### src/rtl/cmp_iter.sv
// Multi-cycle branch comparator: resolves one CHUNK-bit slice per cycle, MSB slice first, for eight compare ops.
// done/result arrive N+1 cycles after start (sooner with EARLY_EXIT); start is ignored while busy, flush aborts.
module cmp_iter #(
    parameter int WIDTH      = 32,
    parameter int CHUNK      = 8,
    parameter int EARLY_EXIT = 0
) (
    input  logic             clk,
    input  logic             reset,
    input  logic             start,
    input  logic             flush,
    input  logic [2:0]       op,
    input  logic [WIDTH-1:0] a,
    input  logic [WIDTH-1:0] b,
    output logic             busy,
    output logic             done,
    output logic             result
);
    localparam int N  = WIDTH / CHUNK;
    localparam int CW = (N > 1) ? $clog2(N) : 1;

    typedef enum logic [1:0] {S_IDLE, S_BUSY, S_DONE} state_t;

    state_t           state_q, state_d;
    logic [WIDTH-1:0] a_q, a_d, b_q, b_d;
    logic [2:0]       op_q, op_d;
    logic [CW-1:0]    cnt_q, cnt_d;
    logic             eq_q, eq_d, lt_q, lt_d, result_q, result_d;

    logic [CW-1:0]    sidx;
    logic [CHUNK-1:0] a_sl, b_sl;
    logic             differ, finish;

    function automatic logic map_res(input logic [2:0] o, input logic e, input logic l);
        case (o)
            3'b000:  map_res = e;
            3'b001:  map_res = !e;
            3'b010:  map_res = l;
            3'b011:  map_res = l;
            3'b100:  map_res = l | e;
            3'b101:  map_res = !(l | e);
            3'b110:  map_res = l;
            default: map_res = !l;
        endcase
    endfunction

    // Slice select; signed ops flip the sign bit of the top slice so an unsigned compare orders them.
    always_comb begin
        sidx = CW'(N - 1) - cnt_q;
        a_sl = '0;
        b_sl = '0;
        for (int i = 0; i < N; i++) begin
            if (sidx == CW'(i)) begin
                a_sl = a_q[i*CHUNK +: CHUNK];
                b_sl = b_q[i*CHUNK +: CHUNK];
            end
        end
        if ((cnt_q == '0) && ((op_q == 3'b010) || op_q[2])) begin
            a_sl[CHUNK-1] = ~a_sl[CHUNK-1];
            b_sl[CHUNK-1] = ~b_sl[CHUNK-1];
        end
        differ = (a_sl != b_sl);
        finish = (cnt_q == CW'(N - 1)) || ((EARLY_EXIT != 0) && eq_q && differ);
    end

    always_ff @(posedge clk) begin
        if (reset) state_q <= S_IDLE;
        else       state_q <= state_d;
    end

    always_comb begin
        state_d = state_q;
        if (flush) begin
            state_d = S_IDLE;
        end else begin
            case (state_q)
                S_IDLE:  if (start) state_d = S_BUSY;
                S_BUSY:  if (finish) state_d = S_DONE;
                S_DONE:  state_d = start ? S_BUSY : S_IDLE;
                default: state_d = S_IDLE;
            endcase
        end
    end

    always_comb begin
        busy = (state_q == S_BUSY);
        done = (state_q == S_DONE);
    end

    always_comb begin
        a_d      = a_q;
        b_d      = b_q;
        op_d     = op_q;
        cnt_d    = cnt_q;
        eq_d     = eq_q;
        lt_d     = lt_q;
        result_d = result_q;
        if (!flush) begin
            case (state_q)
                S_IDLE, S_DONE: begin
                    if (start) begin
                        a_d   = a;
                        b_d   = op[2] ? '0 : b;
                        op_d  = op;
                        cnt_d = '0;
                        eq_d  = 1'b1;
                        lt_d  = 1'b0;
                    end
                end
                S_BUSY: begin
                    // Only the first differing slice decides the ordering.
                    if (eq_q && differ) begin
                        eq_d = 1'b0;
                        lt_d = (a_sl < b_sl);
                    end
                    cnt_d = cnt_q + CW'(1);
                    if (finish) result_d = map_res(op_q, eq_d, lt_d);
                end
                default: ;
            endcase
        end
    end

    always_ff @(posedge clk) begin
        if (reset) begin
            a_q      <= '0;
            b_q      <= '0;
            op_q     <= '0;
            cnt_q    <= '0;
            eq_q     <= 1'b0;
            lt_q     <= 1'b0;
            result_q <= 1'b0;
        end else begin
            a_q      <= a_d;
            b_q      <= b_d;
            op_q     <= op_d;
            cnt_q    <= cnt_d;
            eq_q     <= eq_d;
            lt_q     <= lt_d;
            result_q <= result_d;
        end
    end

    assign result = result_q;
endmodule

### config.mk
export PLATFORM = sky130hd
export DESIGN_NAME = cmp_iter
export DESIGN_NICKNAME = d
export VERILOG_FILES = /design/src/rtl/cmp_iter.sv
export SDC_FILE = /design/constraint.sdc
export NUM_CORES = 1
export LEC_CHECK = 0
export BUFFER_PORTS_ARGS = -buffer_cell sky130_fd_sc_hd__buf_2
export CAP_MARGIN = 10
export CORE_MARGIN = 8
export CORE_UTILIZATION = 31
export CTS_CLUSTER_DIAMETER = 80
export DETAILED_ROUTE_END_ITERATION = 10
export GPL_ROUTABILITY_DRIVEN = 1
export PLACE_DENSITY = 0.6
export SLEW_MARGIN = 15
export SYNTH_ARGS = -nofsm -noshare
export SYNTH_HDL_FRONTEND = slang
export SYNTH_SLANG_ARGS = --single-unit
### constraint.sdc
create_clock -name clk -period 3.19 [get_ports clk]
set_input_delay 0.1595 -clock clk [delete_from_list [all_inputs] [get_ports clk]]
set_output_delay 0.1595 -clock clk [all_outputs]
set_load 0.05 [all_outputs]
; ---- After elaboration in Yosys (flattened, before gate mapping)
; Cells that the tools add are included.
[word_totals]
reg_bits = 74
[classes]
add_sub_neg = 2
order_cmp = 1
eq_ne = 16
n_mux = 28
bitwise = 4
n_reduce_logical = 18
[op_table]
columns = cell, n
row1 = $mux W8, 8
row2 = $mux W32, 1
row3 = $mux W1, 11
row4 = $eq A3 B3 Y1 const B, 3
row5 = $reduce_and A3 Y1, 3
row6 = $eq A2 B2 Y1 const B, 4
row7 = $lt A8 B8 Y1, 1
row8 = $ne A8 B8 Y1, 1
row9 = $eq A3 B2 Y1 const B, 2
row10 = $logic_not A2 Y1, 3
row11 = $mux W2, 3
row12 = $pmux W2 S3, 1
row13 = $pmux W1 S5, 1
row14 = $eq A2 B1 Y1 const B, 2
row15 = $ne A2 B2 Y1 const B, 2
row16 = $pmux W1 S2, 2
row17 = $pmux W2 S2, 1
row18 = $reduce_or A2 Y1, 2
row19 = $eq A3 B1 Y1 const B, 1
row20 = $logic_not A1 Y1, 3
row21 = $logic_not A3 Y1, 1
row22 = $not A1 Y1, 3
row23 = $reduce_or A3 Y1, 1
row24 = $add A2 B1 Y2 const B, 1
row25 = other kinds (7), 8

; ---- Logic depth before layout (Yosys ltp)
[logic_depth]
word_depth = 16
mapped_depth = 15

; ---- Worst setup path before layout
; OpenSTA, ideal clock, no wires.
[synth_timing]
path_kind = reg2reg
from = reg cnt_q[1]
to = reg result_q, in the netlist result
arrival_time_ns = 2.713
setup_slack_ns = 0.407
path_stages_with_launch = 16
n_path_buf = 2
cell_sequence = dfxtp_1 ha_1 clkbuf_1 buf_2 nand2_1 nor2_1 a21oi_1 o21ai_0 mux2i_1 ha_1 nor2b_1 o211ai_1 a31oi_2 o21ai_2 or4b_1 a21oi_1
[synth_via]
elab_chain_len = 16
word_cells_on_any_way = 35
classes_between = add/sub (1) / order compare (1) / eq/ne (5) / mux (17) / bitwise (3) / reduce/logical (8)
[synth_lines]
columns = item, line
row1 = from (decl), 27  ; logic [CW-1:0] cnt_q, cnt_d;
row2 = from (signal assigned), 137  ; cnt_q <= cnt_d;
row3 = "parallel branches: the longest is 16 deep, another holds $lt A8 B8 Y1", -
row4 = to (signal assigned), 140  ; result_q <= result_d;
row5 = to (decl), 28  ; logic eq_q, eq_d, lt_q, lt_d, result_q, result_d;
; Several ways; the timed one is not identified. The select of a mux whose other input is x is not followed.
; A chain may end at the register's enable or synchronous reset.

; ---- Worst setup path in the final report
[layout_timing]
from = reg cnt_q[0]
to = reg result_q, in the netlist result
; The elaborated chain is that of the path after synthesis.

==> metrics.md <==
| Metric | Value |
|---|---|
| Crit Reg-Reg Startpoint | cnt_q[0] |
| Sequential-to-total area share from yosys stat | 41.0% |
| Final Util | approximately two fifths |
| Worst Max-Slew Pin Slew | between 800 and 900 ps |
| Most common cell in the synthesized netlist | nand2_1 |
| Number of fill cells | roughly 1200 |
| Layout Nets | between 600 and 700 |
| Post-Synthesis Cells | between 400 and 500 |
| Fin. max-slew vios | 0 |
| Worst r2r path cells | 13 |
| Via/cell ratio | ~4.9 |
| CTS resizes | 0 |
| Register bit total from synthesis | 74 |
| Max VDD drop | 0.257 mV |
| Antenna cell count | 0 |
| Clock transition at path regs | 60 ps |
| Top cell type's share of synthesized area | 41.0% |
| Reg area | approximately 1500 um^2 |
| Die X-Extent | 124 um |
| Distinct cells, synth | 35 |
| Final Setup Violations | 0 |
| Fmax | roughly 0.34 GHz |
| Total track usage | 13.3% |
| CP max-delay cell | or4b_1 |
| Class of the most critical setup path | flip-flop to flip-flop |
| Post-route ant nets | 0 |
| Period Utilization, post-route | between 90% and 100% |
| Commonest cells post-synth | nand2_1, a21oi_1, dfxtp_1 |
| Outcome | complete, no violations |
| Crit path buffers/inverters | 2 |
| CTS tree | built |
| Ys async rst share | 0% |
| Top post-synthesis cells by area | dfxtp_1, nand2_1, a21oi_1 |
| I/O pins | 74 |
| Leak pwr | 1.69 nW |
| Share of layout cells above drive strength 1 | 19.1% |
| Leading area contributor after synthesis | dfxtp_1 |
| Core area | 11400 um^2 |
| First-pass GRT wire length | ~16000 um |
| Setup tns final | 0 ps |
| Worst-skew pair later-pin latency | ~330 ps |
| Drt wl/cell | 14.5 um |
| RSZ-0062 raised after global routing | no |
| CP Capture Type | flip-flop |
| Setup slack after layout | approximately 240 ps |
| Initial Util | 31.6% |
| Hold Crit Depth | 3 |
| Synth Area per Inst | between 7 and 8 um^2 |
| Post-CTS Setup Inserts | 0 |
| DRT iter0 DRCs | roughly 170 |
| Crit path DAT | 3200 ps |
| Critical Path RT | roughly 3400 ps |
| Drt first pass iters | 4 |
| Initial antenna violation count | 0 |
| Largest net degree at the start of global routing | a little under 70 |
| Clk root buf | clkbuf_16 |
| Hold Path Class | primary input to flip-flop |
| Congestion Overflow GR | 0 |
| RR Endpoint | result |
| DR vias | approximately 3400 |
| Post-placement cell area | approximately 4100 um^2 |
| Slew headroom | 45.8% |
| Skew final | between 6 and 7 ps |
| Hold_sp | a[13] |
| Die Footprint | between 15000 and 20000 um^2 |
| Final RePlAce weighted congestion | roughly 0.86 |
| Number of global-route vias before repair | around 3400 |
| Worst path cell trace | inv_1, ha_1, buf_12, nor2_1, a21oi_1, o21ai_0, mux2i_1, ha_1, nand4_1, a31oi_2, o21ai_2, or4b_1, a21oi_1 |
| Pwr/cell area | between 400 and 500 nW/um^2 |
| Worst reg-to-reg setup slack | between 200 and 250 ps |
| CTS Buffer Depth | 2 |
| Multi-input logic area | ~2000 um^2 |
| Hold buffers post-CTS | 0 |
| FP Rows | 39 |
| Mapped Nets | between 500 and 600 |
| DP Worst Slack | between 200 and 300 ps |
| Sink Count | 74 |
| CP top delay family | simple AND/OR/NAND/NOR gates |
| Critical Path Fanout Max | 32 |
| Max Cap Viol | 0 |
| Drc violations | 0 |
| YS warnings | 0 |
| Area Overhead vs Synth | 21.2% |
| Minimum clock period | between 2000 and 3000 ps |
| Hold Path Sink | a_q[13] |
| CTS Buf Count | 9 |
| Critical path startpoint category | flip-flop |
| Final Hold Viols | 0 |
| Post-synth top flop | dfxtp_1 |
| IO buf count | between 70 and 80 |
| Post-Layout Inst Area | between 4000 and 5000 um^2 |
| Number of flops mapped to enable cells by yosys | 0 |
| Mapped cell area | about 3600 um^2 |
| WL final | 9950 um |
| Slowest cell delay on critical path | 470 ps |
| DP Wirelength | 7490 um |
| Clock H-tree levels | 3 |
| Die Y-Extent | about 120 um |
area by class of cell:
type / instances / share of cell area, %
multi-input combinational: 370 / 45.1
sequential: 74 / 33.8
timing repair buffer: 81 / 10.3
clock buffer: 11 / 5.77
tap: 143 / 4.09
clock inverter: 4 / 0.600
inverter: 4 / 0.343
worst max path at each step:
stage,from,to,slack (ps),depth (start not counted)
5_1_grt,cnt_q[0],result,40,13
3_5_place_dp,cnt_q[0],result,270,13
3_3_place_gp,cnt_q[0],result,450,13
4_1_cts,cnt_q[0],result,240,13
2_1_floorplan,cnt_q[1],result,410,15
6_report,cnt_q[0],result,240,13
per-stage QoR:
step | hold slack (ps) | power, mW | std cells
6_report | 67.8 | 2.16 | 687
5_1_grt | 74.9 | 2.25 | 687
4_1_cts | 65.3 | 2.18 | 687
3_5_place_dp | 408 | 1.24 | 672
3_3_place_gp | 407 | 1.24 | 672
2_1_floorplan | 295 | 1.15 | 486
registers in the layout, summed over array words and instances, names as in the netlist:
| register | cells |
|---|---|
| a_q | 32 |
| b_q | 32 |
| lt_q | 1 |
| eq_q | 1 |
| cnt_q | 2 |
| op_q | 3 |
| result | 1 |
| state_q | 2 |
per-layer routing:
metal / global-route usage, % / vias to the layer above / wire length (um)
li1: - / 1740 / -
met2: 22.6 / 66 / 4750
met1: 16.2 / 1535 / 4610
met5: 0 / - / 0
met4: 3.87 / 0 / 97
met3: 3.45 / 9 / 479
placed cells by master, fill, tap and decap left out, types with 2 or more instances in the layout:
cell	count
nand2_1	139
a21oi_1	99
dfxtp_1	74
buf_2	73
nand3b_1	33
nor2_1	32
o21ai_0	18
ha_1	12
mux2i_1	9
clkbuf_16	9
buf_4	6
inv_1	4
nor2b_1	3
xnor2_1	2
nor3b_4	2
a22oi_1	2
nor3_1	2
clkbuf_8	2
clkinv_2	2
buf_12	2
logic make-up after synthesis:
group / synth area share, %
flip-flops: 41.0
multiplexers: 2.49
adder cells (fa/ha/maj): 4.16
AND/OR/NAND/NOR: 28.3
buffers and inverters: 4.50
XOR/XNOR: 0.485
AO/OA/AOI/OAI: 19.1
report_power, final:
group	leakage (nW)	internal (mW)	switching, mW	total, mW
Clock	0.138	0.564	0.371	0.935
Sequential	0.602	0.960	0.0261	0.986
Combinational	0.954	0.0988	0.138	0.237
Total	1.69	1.62	0.535	2.16
worst min-delay path, cell delays in order:
cell,delay (ps)
buf_2,100
nand2_1,40
a21oi_1,50
(Power assumes the default switching activity.)
